### src/rtl/adc_cnv_sequencer.sv
// -----------------------------------------------------------------------------
// adc_cnv_sequencer
//
// Conversion sequencer for the quad-SDI ADC front end. A free-running period
// timer produces one tick per sample period. Each tick accepted in IDLE drives
// the ADC CNV pin high for CNV_HIGH_CYCLES cycles. It then waits until
// CONV_WAIT_CYCLES cycles after the CNV rise and pulses start_acq to the SPI
// controller. The word returned with acq_done is presented on a one-entry
// AXI-Stream master. Software register writes are arbitrated onto the
// controller's start_reg_wrt path only while no conversion is in flight.
//
// Optional feature macro: ADC_SEQ_OVERRUN_CNT_EN
//   defined   -> overrun_count is a saturating 16-bit event counter
//   undefined -> overrun_count is tied to 0 (sticky overrun flag unaffected)
//
// Ports:
//   clk, reset            single clock, synchronous active-high reset
//   enable, period        run periodic conversions / sample period in cycles
//   adc_cnv               ADC convert-start pin
//   start_acq, acq_done   readout handshake with the SPI controller
//   cnv_data              conversion word, valid with acq_done
//   start_reg_wrt,
//   reg_cmd, reg_wrt_done register write handshake with the SPI controller
//   reg_req, reg_cmd_in,
//   reg_ack               software register write request/acknowledge
//   m_axis_*              sample stream (AXI-Stream master, one entry)
//   overrun               sticky: tick skipped or sample dropped
//   overrun_count         saturating count of overrun events
// -----------------------------------------------------------------------------
module adc_cnv_sequencer #(
    parameter int unsigned CNV_HIGH_CYCLES  = 4,
    parameter int unsigned CONV_WAIT_CYCLES = 30,
    parameter int unsigned MIN_PERIOD       = 64
) (
    input  logic        clk,
    input  logic        reset,
    input  logic        enable,
    input  logic [31:0] period,
    output logic        adc_cnv,
    output logic        start_acq,
    input  logic        acq_done,
    input  logic [31:0] cnv_data,
    output logic        start_reg_wrt,
    output logic [23:0] reg_cmd,
    input  logic        reg_wrt_done,
    input  logic        reg_req,
    input  logic [23:0] reg_cmd_in,
    output logic        reg_ack,
    output logic [31:0] m_axis_tdata,
    output logic        m_axis_tvalid,
    input  logic        m_axis_tready,
    output logic        overrun,
    output logic [15:0] overrun_count
);

    typedef enum logic [2:0] {
        IDLE      = 3'd0,
        CNV       = 3'd1,
        CONV_WAIT = 3'd2,
        READ      = 3'd3,
        REG       = 3'd4
    } state_t;

    localparam logic [31:0] MIN_PERIOD_W = 32'(MIN_PERIOD);
    // Phase counter value on the last cycle of each timed state.
    localparam logic [15:0] CNV_LAST     = 16'(CNV_HIGH_CYCLES - 1);
    localparam logic [15:0] WAIT_LAST    = 16'(CONV_WAIT_CYCLES - 1);

    // Reload value for the period timer: max(period, MIN_PERIOD) - 1.
    function automatic logic [31:0] reload_value(input logic [31:0] req);
        logic [31:0] eff;
        if (req < MIN_PERIOD_W) begin
            eff = MIN_PERIOD_W;
        end else begin
            eff = req;
        end
        return eff - 32'd1;
    endfunction

    state_t      state_r;
    state_t      state_nx_s;
    logic [31:0] timer_r;
    logic        enable_d_r;
    logic [15:0] phase_r;
    logic        tick_s;
    logic        skip_s;
    logic        capture_s;
    logic        drop_s;

    logic        adc_cnv_r;
    logic        start_acq_r;
    logic        start_reg_wrt_r;
    logic [23:0] reg_cmd_r;
    logic        reg_ack_r;
    logic [31:0] tdata_r;
    logic        tvalid_r;
    logic        overrun_r;

    // The timer is held at 0 while disabled and on the enable rising edge, so
    // the first tick lands on the cycle after enable rises.
    assign tick_s    = enable & enable_d_r & (timer_r == 32'd0);
    assign skip_s    = tick_s & (state_r != IDLE);
    assign capture_s = (state_r == READ) & acq_done & (~tvalid_r | m_axis_tready);
    assign drop_s    = (state_r == READ) & acq_done & tvalid_r & ~m_axis_tready;

    // Period timer: runs independently of the FSM so ticks never drift.
    always_ff @(posedge clk) begin
        if (reset) begin
            timer_r    <= 32'd0;
            enable_d_r <= 1'b0;
        end else begin
            enable_d_r <= enable;
            if (!enable || !enable_d_r) begin
                timer_r <= 32'd0;
            end else if (timer_r == 32'd0) begin
                timer_r <= reload_value(period);
            end else begin
                timer_r <= timer_r - 32'd1;
            end
        end
    end

    // FSM state register.
    always_ff @(posedge clk) begin
        if (reset) begin
            state_r <= IDLE;
        end else begin
            state_r <= state_nx_s;
        end
    end

    // FSM next-state logic. A tick wins over a pending register request, and
    // a request is not re-accepted in the cycle its acknowledge is visible.
    always_comb begin
        state_nx_s = state_r;
        case (state_r)
            IDLE: begin
                if (tick_s) begin
                    state_nx_s = CNV;
                end else if (reg_req && !reg_ack_r) begin
                    state_nx_s = REG;
                end else begin
                    state_nx_s = IDLE;
                end
            end
            CNV: begin
                if (phase_r == CNV_LAST) begin
                    state_nx_s = CONV_WAIT;
                end else begin
                    state_nx_s = CNV;
                end
            end
            CONV_WAIT: begin
                if (phase_r == WAIT_LAST) begin
                    state_nx_s = READ;
                end else begin
                    state_nx_s = CONV_WAIT;
                end
            end
            READ: begin
                if (acq_done) begin
                    state_nx_s = IDLE;
                end else begin
                    state_nx_s = READ;
                end
            end
            REG: begin
                if (reg_wrt_done) begin
                    state_nx_s = IDLE;
                end else begin
                    state_nx_s = REG;
                end
            end
            default: begin
                state_nx_s = IDLE;
            end
        endcase
    end

    // Phase counter: 0 on the cycle adc_cnv rises, counts through CNV/CONV_WAIT.
    always_ff @(posedge clk) begin
        if (reset) begin
            phase_r <= 16'd0;
        end else if ((state_r == CNV) || (state_r == CONV_WAIT)) begin
            phase_r <= phase_r + 16'd1;
        end else begin
            phase_r <= 16'd0;
        end
    end

    // Registered handshake outputs toward the ADC and the SPI controller.
    always_ff @(posedge clk) begin
        if (reset) begin
            adc_cnv_r       <= 1'b0;
            start_acq_r     <= 1'b0;
            start_reg_wrt_r <= 1'b0;
            reg_cmd_r       <= 24'd0;
            reg_ack_r       <= 1'b0;
        end else begin
            adc_cnv_r       <= (state_nx_s == CNV);
            start_acq_r     <= (state_r == CONV_WAIT) && (state_nx_s == READ);
            start_reg_wrt_r <= (state_r == IDLE) && (state_nx_s == REG);
            reg_ack_r       <= (state_r == REG) && reg_wrt_done;
            if ((state_r == IDLE) && (state_nx_s == REG)) begin
                reg_cmd_r <= reg_cmd_in;
            end else begin
                reg_cmd_r <= reg_cmd_r;
            end
        end
    end

    // One-entry AXI-Stream holding register; a full, stalled entry is kept.
    always_ff @(posedge clk) begin
        if (reset) begin
            tdata_r  <= 32'd0;
            tvalid_r <= 1'b0;
        end else if (capture_s) begin
            tdata_r  <= cnv_data;
            tvalid_r <= 1'b1;
        end else if (m_axis_tready) begin
            tvalid_r <= 1'b0;
        end else begin
            tvalid_r <= tvalid_r;
        end
    end

    // Sticky overrun flag, cleared only by reset.
    always_ff @(posedge clk) begin
        if (reset) begin
            overrun_r <= 1'b0;
        end else begin
            overrun_r <= overrun_r | skip_s | drop_s;
        end
    end

`ifdef ADC_SEQ_OVERRUN_CNT_EN
    logic [15:0] overrun_count_r;
    logic [16:0] count_sum_s;

    // A skip and a drop can coincide, so both are added in one cycle.
    assign count_sum_s = {1'b0, overrun_count_r} + {16'd0, skip_s} + {16'd0, drop_s};

    // Saturating overrun event counter.
    always_ff @(posedge clk) begin
        if (reset) begin
            overrun_count_r <= 16'd0;
        end else if (count_sum_s[16]) begin
            overrun_count_r <= 16'hFFFF;
        end else begin
            overrun_count_r <= count_sum_s[15:0];
        end
    end

    assign overrun_count = overrun_count_r;
`else
    assign overrun_count = 16'd0;
`endif

    assign adc_cnv       = adc_cnv_r;
    assign start_acq     = start_acq_r;
    assign start_reg_wrt = start_reg_wrt_r;
    assign reg_cmd       = reg_cmd_r;
    assign reg_ack       = reg_ack_r;
    assign m_axis_tdata  = tdata_r;
    assign m_axis_tvalid = tvalid_r;
    assign overrun       = overrun_r;

endmodule

### config.mk
export PLATFORM = sky130hd
export DESIGN_NAME = adc_cnv_sequencer
export DESIGN_NICKNAME = d
export VERILOG_FILES = /design/src/rtl/adc_cnv_sequencer.sv
export SDC_FILE = /design/constraint.sdc
export NUM_CORES = 1
export LEC_CHECK = 0
export ABC_AREA = 1
export BUFFER_PORTS_ARGS = -buffer_cell sky130_fd_sc_hd__buf_2
export CORE_MARGIN = 3
export CORE_UTILIZATION = 52
export CTS_BUF_LIST = sky130_fd_sc_hd__clkbuf_4 sky130_fd_sc_hd__clkbuf_8 sky130_fd_sc_hd__clkbuf_16
export DETAILED_ROUTE_END_ITERATION = 7
export GPL_ROUTABILITY_DRIVEN = 0
export GPL_TIMING_DRIVEN = 0
export PLACE_DENSITY_LB_ADDON = 0.05
export SKIP_LAST_GASP = 1
export SLEW_MARGIN = 25
export SYNTH_ARGS = -nofsm -noshare
export SYNTH_HDL_FRONTEND = slang
export SYNTH_SLANG_ARGS = --single-unit
### constraint.sdc
create_clock -name clk -period 2.43 [get_ports clk]
set_clock_uncertainty 0.1 [all_clocks]
set_input_delay 0.1215 -clock clk [delete_from_list [all_inputs] [get_ports clk]]
set_output_delay 0.1215 -clock clk [all_outputs]
set_load 0.05 [all_outputs]
==> results of run 1 <==
[cell usage after synthesis]
master    instances
buf_2             2
nor3b_1           2
clkbuf_1         19
nand4_1           6
nand3_1          31
nor3_1           17
nand2_1         137
a31oi_1           2
buf_1             1
a21boi_0          1
buf_8             1
nor2_4            3
a21oi_1          52
o21a_1            3
nor4_1            4
nand2_2          10
and2_0            1
inv_2             1
inv_1            91
nor2_8            1
nor2_1          225
buf_4            17
conb_1            1
dfxtp_1         114
nand3b_1          1
or2_2             1
nor2_2           14
nor3_2            1
nand2_4           7
o21ai_0          75
o21bai_1          1
o21ai_1           2
xor2_1            1
ha_1              3
[flip-flops by register name, indices dropped and copies added (netlist names)]
signal,cells
adc_cnv,1
start_acq,1
reg_cmd,24
timer_r,32
state_r,3
enable_d_r,1
overrun,1
m_axis_tdata,32
m_axis_tvalid,1
start_reg_wrt,1
reg_ack,1
phase_r,16
[power by group]
group	internal, mW	switching [mW]
Sequential	1.97	0.0517
Combinational	1.31	2.42
Clock	1.73	0.904
Total	5.01	3.37
[layer usage]
layer	global-route usage, %	share of wire [%]
met1	32.9	39
met2	52.7	51
met3	8.40	7.2
met4	14.1	3.4
met5	0	0.086
[final timing paths]
path,from,end,slack (ns),depth (start not counted)
worst min register to register,phase_r[15],phase_r[15],0.37,1
worst max register to register,timer_r[24],timer_r[18],0.05,17
worst max-delay path,timer_r[24],timer_r[18],0.05,17
worst min-delay path,period[3],timer_r[3],0.04,6
[layout make-up]
cell class	instances	area, sq um
buffer	40	240
clock buffer	20	449
clock inverter	12	180
fill	714	1810
inverter	92	345
multi-input combinational	617	3030
sequential	114	2280
tap	136	170
timing repair buffer	264	1870
[kinds of logic (layout without fill, tap and decap cells)]
| kind of cell | after synthesis | after routing | synth area share [%] |
|---|---|---|---|
| flops | 114 | 114 | 40.8 |
| compound gates | 136 | 136 | 12.4 |
| other cells | 1 | 16 | 0.0671 |
| fa+ha+maj | 3 | 3 | 0.672 |
| simple gates | 461 | 461 | 35.6 |
| buf+inv | 132 | 428 | 10.3 |
| xor+xnor | 1 | 1 | 0.157 |
[timing repair]
| item | 4_1_cts | 5_1_grt |
|---|---|---|
| pin swaps | 3 | 24 |
| resized for setup | 9 | 65 |
| hold endpoints to repair | 97 | 0 |
| buffers inserted | 3 | 10 |
| cloned | 0 | 1 |
| endpoints found under the setup margin | 38 | 45 |
| hold buffers | 96 | 0 |
[worst max-delay path, delay by kind of cell (launching register included)]
family                     cells  cell delay [ns]
adders and majority gates      1             0.19
DFF                            1             0.35
buffers and inverters          2             0.23
and+or+nand+nor               14             1.39
==> results.py, run 1 <==
metrics = {
    "critical_path": {
        "end_kind": "flip-flop",
        "worstSetupStartpointType": "flip-flop",
        "cp.required_ns": 2.75,
        "worst-path-max-fanout": 7,
        "critical-path-slowest-cell": "dfxtp_1",
        "crit_top_cell": "nor2_4",
        "arrival_ns": 2.70,
        "critical_path.max_stage_delay_ns": 0.35,
        "path_class": "flip-flop to flip-flop",
        "crit_chain": "nor2_1, nand2_1, nor2_4, nand2_4, nor2_8, buf_8, nand3_2, nand2_2, inv_2, ha_2, nand3_2, nor2_4, nand2_4, nor2_4, nand3_1, nand2_1, nor2_1",
    },
    "global_route": {
        "grt_pass1_vias": 6084,
        "grt_overflow_total": 0,
        "antenna_found_initial": 1,
        "grt_first_pass_wirelength_um": 27800,
        "grt.total_usage_pct": 29.8,
        "grt_max_degree": 17,
    },
    "synthesis": {
        "syn-cell-area_sq_mm": 0.00559,
        "syn_avg_cell_area_sq_um": 6.59,
        "synth-seq-cells": 114,
        "seq_area_frac_synth_pct": 40.8,
        "synth.distinct_cells": 34,
        "syn_inst": 848,
        "synth_area_leaders": "dfxtp_1 (41%), nor2_1 (15%), nand2_1 (9.2%)",
        "synth.largest_area_cell": "dfxtp_1",
        "synth_top_area_share_pct": 40.8,
        "ys_warn_count": 0,
    },
    "die": {
        "die_x_um": 110,
        "die_h_um": 110,
        "boundaryPins": 173,
        "dieArea_sq_mm": 0.0120,
        "row_count": 37,
        "coreArea_sq_mm": 0.0104,
        "initial_core_util_pct": 53.9,
    },
    "timing": {
        "tightestPinTransition_ns": 0.665,
        "holdWs_ns": 0.0396,
        "fin_crit_sh_pct": 97.9,
        "min_period_ns": 2.38,
        "finalHoldViolCount": 0,
        "fmax_ghz": 0.420,
        "maxSlewHeadroom_pct": 55.2,
        "setup_viol": 0,
        "slew_viol_final": 0,
        "setup_tns_ns": 0,
        "grt_setup_unrepaired": "true",
        "setup_slack_ns": 0.0506,
    },
    "place": {
        "dp.cells": 1154,
        "post-dp-hpwl_um": 11400,
        "portBuffers": 155,
        "place_area_sq_mm": 0.00659,
        "place_ws_ns": -0.322,
    },
    "clock_network": {
        "cts_tree": "yes",
        "clkLatencyLatePin_ns": 0.53,
        "cts_buffer_depth": 2,
        "cts_root_buf": "clkbuf_8",
        "cts.sinks": 114,
        "path_clk_slew_ns": 0.06,
        "numCtsBuffers": 17,
        "htreeDepth": 4,
    },
    "final_layout": {
        "fin_util_pct": 82.6,
        "drive_gt1_share_pct": 26.4,
        "num_antenna_cells": 0,
        "nets": 1244,
        "areaGrowthSynthToFinish_pct": 53.2,
        "layout.cells.most_common_list": "nor2_1 (213), buf_2 (157), nand2_1 (120)",
        "final_common_cell": "nor2_1",
        "fin_cells": 1295,
        "final_design_area_no_fill_sq_mm": 0.00856,
    },
    "drt": {
        "firstDrtPassIters": 5,
        "wl_per_cell_um": 14.3,
        "remaining_drc_errors": 0,
        "wirelength_um": 18500,
        "antenna_left": 0,
        "viasPerCell": 5.02,
        "drtIter0Drc": 387,
        "detailroute.via_count": 6496,
    },
    "power": {
        "p_per_area_mw_per_mm2": 979,
        "power_mw": 8.39,
        "p_leak_nw": 4.17,
        "peakVddDrop_mv": 0.860,
    },
    "run": {
        "drv_cap": 0,
    },
    "worst_hold_path": {
        "hold_path.class": "input port to flip-flop",
    },
    "run_status": {
        "outcome": "complete, no violations",
    },
}
Note: power is estimated with default switching activity, not from simulation.
==> run 2: changes to the inputs <==
Settings changed: CTS_BUF_LIST sky130_fd_sc_hd__clkbuf_4 sky130_fd_sc_hd__clkbuf_8 sky130_fd_sc_hd__clkbuf_16 to sky130_fd_sc_hd__clkbuf_16.
==> run 2 against run 1 <==
Compared with the run above: die area did not move; clock power barely moved; critical endpoint unchanged; global-route usage fell by 1.2 points; cell count fell by 2.2%; combinational power fell by 7.0%; largest power group unchanged; flip-flop and latch count did not move; sequential power barely moved; core utilization fell by 3.3 points; largest cell class unchanged; worst setup slack improved by 0.019 ns.
==> results.py, run 2 (same netlist as run 1, synthesis figures left out) <==
metrics = {
    "run_status": {
        "outcome": "complete, no violations",
    },
    "power": {
        "combPwrFrac_pct": 42.9,
        "peakVddDrop_mv": 0.924,
        "power_mw": 8.10,
        "p_per_area_mw_per_mm2": 985,
        "switching_share_pct": 40.4,
        "p_seq_share_pct": 24.9,
        "p_clk_share_pct": 32.2,
        "p_int_mw": 4.83,
        "p_sw_mw": 3.27,
        "p_leak_nw": 4.01,
    },
    "die": {
        "boundaryPins": 173,
        "coreArea_sq_mm": 0.0104,
        "initial_core_util_pct": 53.9,
        "die_x_um": 110,
        "die_h_um": 110,
        "dieArea_sq_mm": 0.0120,
        "row_count": 37,
    },
    "global_route": {
        "grt_max_degree": 17,
        "grt_first_pass_wirelength_um": 26600,
        "grt_pass1_vias": 5809,
        "grt_overflow_total": 0,
        "grt.total_usage_pct": 28.6,
        "antenna_found_initial": 1,
    },
    "drt": {
        "viasPerCell": 4.94,
        "wl_per_cell_um": 14.0,
        "wirelength_um": 17700,
        "firstDrtPassIters": 5,
        "detailroute.via_count": 6260,
        "drtIter0Drc": 326,
        "remaining_drc_errors": 0,
        "antenna_left": 0,
    },
    "final_layout": {
        "num_antenna_cells": 0,
        "drive_gt1_share_pct": 25.8,
        "final_common_cell": "nor2_1",
        "layout.cells.most_common_list": "nor2_1 (216), buf_2 (157), nand2_1 (125)",
        "final_design_area_no_fill_sq_mm": 0.00822,
        "nets": 1215,
        "areaGrowthSynthToFinish_pct": 47.0,
    },
    "clock_network": {
        "cts_buffer_depth": 2,
        "cts.sinks": 114,
        "clkLatencyLatePin_ns": 0.41,
        "cts_tree": "yes",
        "cts_root_buf": "clkbuf_16",
        "path_clk_slew_ns": 0.05,
        "htreeDepth": 4,
        "numCtsBuffers": 17,
    },
    "place": {
        "portBuffers": 155,
        "post-dp-hpwl_um": 11400,
        "place_area_sq_mm": 0.00659,
    },
    "critical_path": {
        "cp.required_ns": 2.63,
        "worst-path-max-fanout": 10,
        "path_class": "flip-flop to flip-flop",
        "arrival_ns": 2.56,
        "end_kind": "flip-flop",
        "worstSetupStartpointType": "flip-flop",
    },
    "timing": {
        "min_period_ns": 2.36,
        "finalHoldViolCount": 0,
        "tightestPinTransition_ns": 0.663,
        "slew_viol_final": 0,
        "fin_crit_sh_pct": 97.1,
        "grt_setup_unrepaired": "true",
        "setup_viol": 0,
        "fmax_ghz": 0.424,
        "maxSlewHeadroom_pct": 55.3,
    },
    "run": {
        "drv_cap": 0,
    },
    "worst_hold_path": {
        "hold_path.class": "input port to flip-flop",
    },
}
[run 2: repair_timing]
item | in CTS | in global routing
endpoints found under the setup margin | 38 | 47
hold buffers | 69 | 3
endpoints found under the hold margin | 69 | 3
pin swaps | 3 | 10
buffers inserted | 3 | 5
resized for setup | 9 | 54
[run 2: final cells by class]
type	instances	area [sq um]
Sequential cell	114	2280
Fill cell	783	2150
Tap cell	136	170
Clock inverter	15	191
Inverter	92	345
Timing Repair Buffer	235	1570
Multi-Input combinational cell	617	2990
Buffer	40	241
Clock buffer	17	425
[run 2: worst paths after layout]
check | startpoint | to | slack, ns | depth (start not counted)
max | timer_r[19] | timer_r[18] | 0.07 | 16
min | period[19] | timer_r[19] | 0.0002 | 4
max reg2reg | timer_r[19] | timer_r[18] | 0.07 | 16
min reg2reg | phase_r[15] | phase_r[15] | 0.36 | 1
[run 2: power groups by stage]
stage / logic (mW) / registers, mW / clock network [mW]
2_1_floorplan: 1.95 / 2.28 / 0
4_1_cts: 2.99 / 2.02 / 2.62
6_report: 3.47 / 2.02 / 2.61
3_3_place_gp: 2.75 / 2.05 / 0
5_1_grt: 3.80 / 2.03 / 2.70
3_5_place_dp: 2.77 / 2.06 / 0
[run 2: worst max-delay path, stage by stage, from the launching register on]
cell and delay [ns]:
dfxtp_1 0.32, nor2_1 0.13, nand2_1 0.10, nor2_4 0.17, nand2_4 0.09, nor2_8 0.13
buf_8 0.16, nand3_1 0.10, nand2_2 0.10, inv_1 0.05, ha_2 0.18, nand3_2 0.12
nor2_4 0.06, nand2_4 0.14, nor2_4 0.09, a21oi_1 0.14, nor2_1 0.06
[run 2: stage by stage]
| stage | hold WS [ns] | std cells | worst slack [ns] | util (%) | setup TNS (ns) |
|---|---|---|---|---|---|
| floorplan | 0.140 | 863 | 0.235 | - | 0 |
| global placement | 0.244 | 1154 | -0.323 | 63.6 | -5.80 |
| detailed placement | 0.250 | 1154 | -0.322 | 63.6 | -6.33 |
| CTS | 0.00274 | 1258 | 0.00650 | 76.7 | 0 |
| finish | 0.000163 | 1266 | 0.0700 | 79.3 | 0 |
| global route | 0.0121 | 1266 | -0.0579 | 79.3 | -0.391 |
[run 2: routing by layer]
metal / up-vias / GRT usage (%) / share of wire, %
met2: 248 / 50.1 / 50
li1: 3189 / - / -
met3: 53 / 8.81 / 6.8
met4: 2 / 12.8 / 3.5
met5: - / 0 / 0.074
met1: 2768 / 31.8 / 40
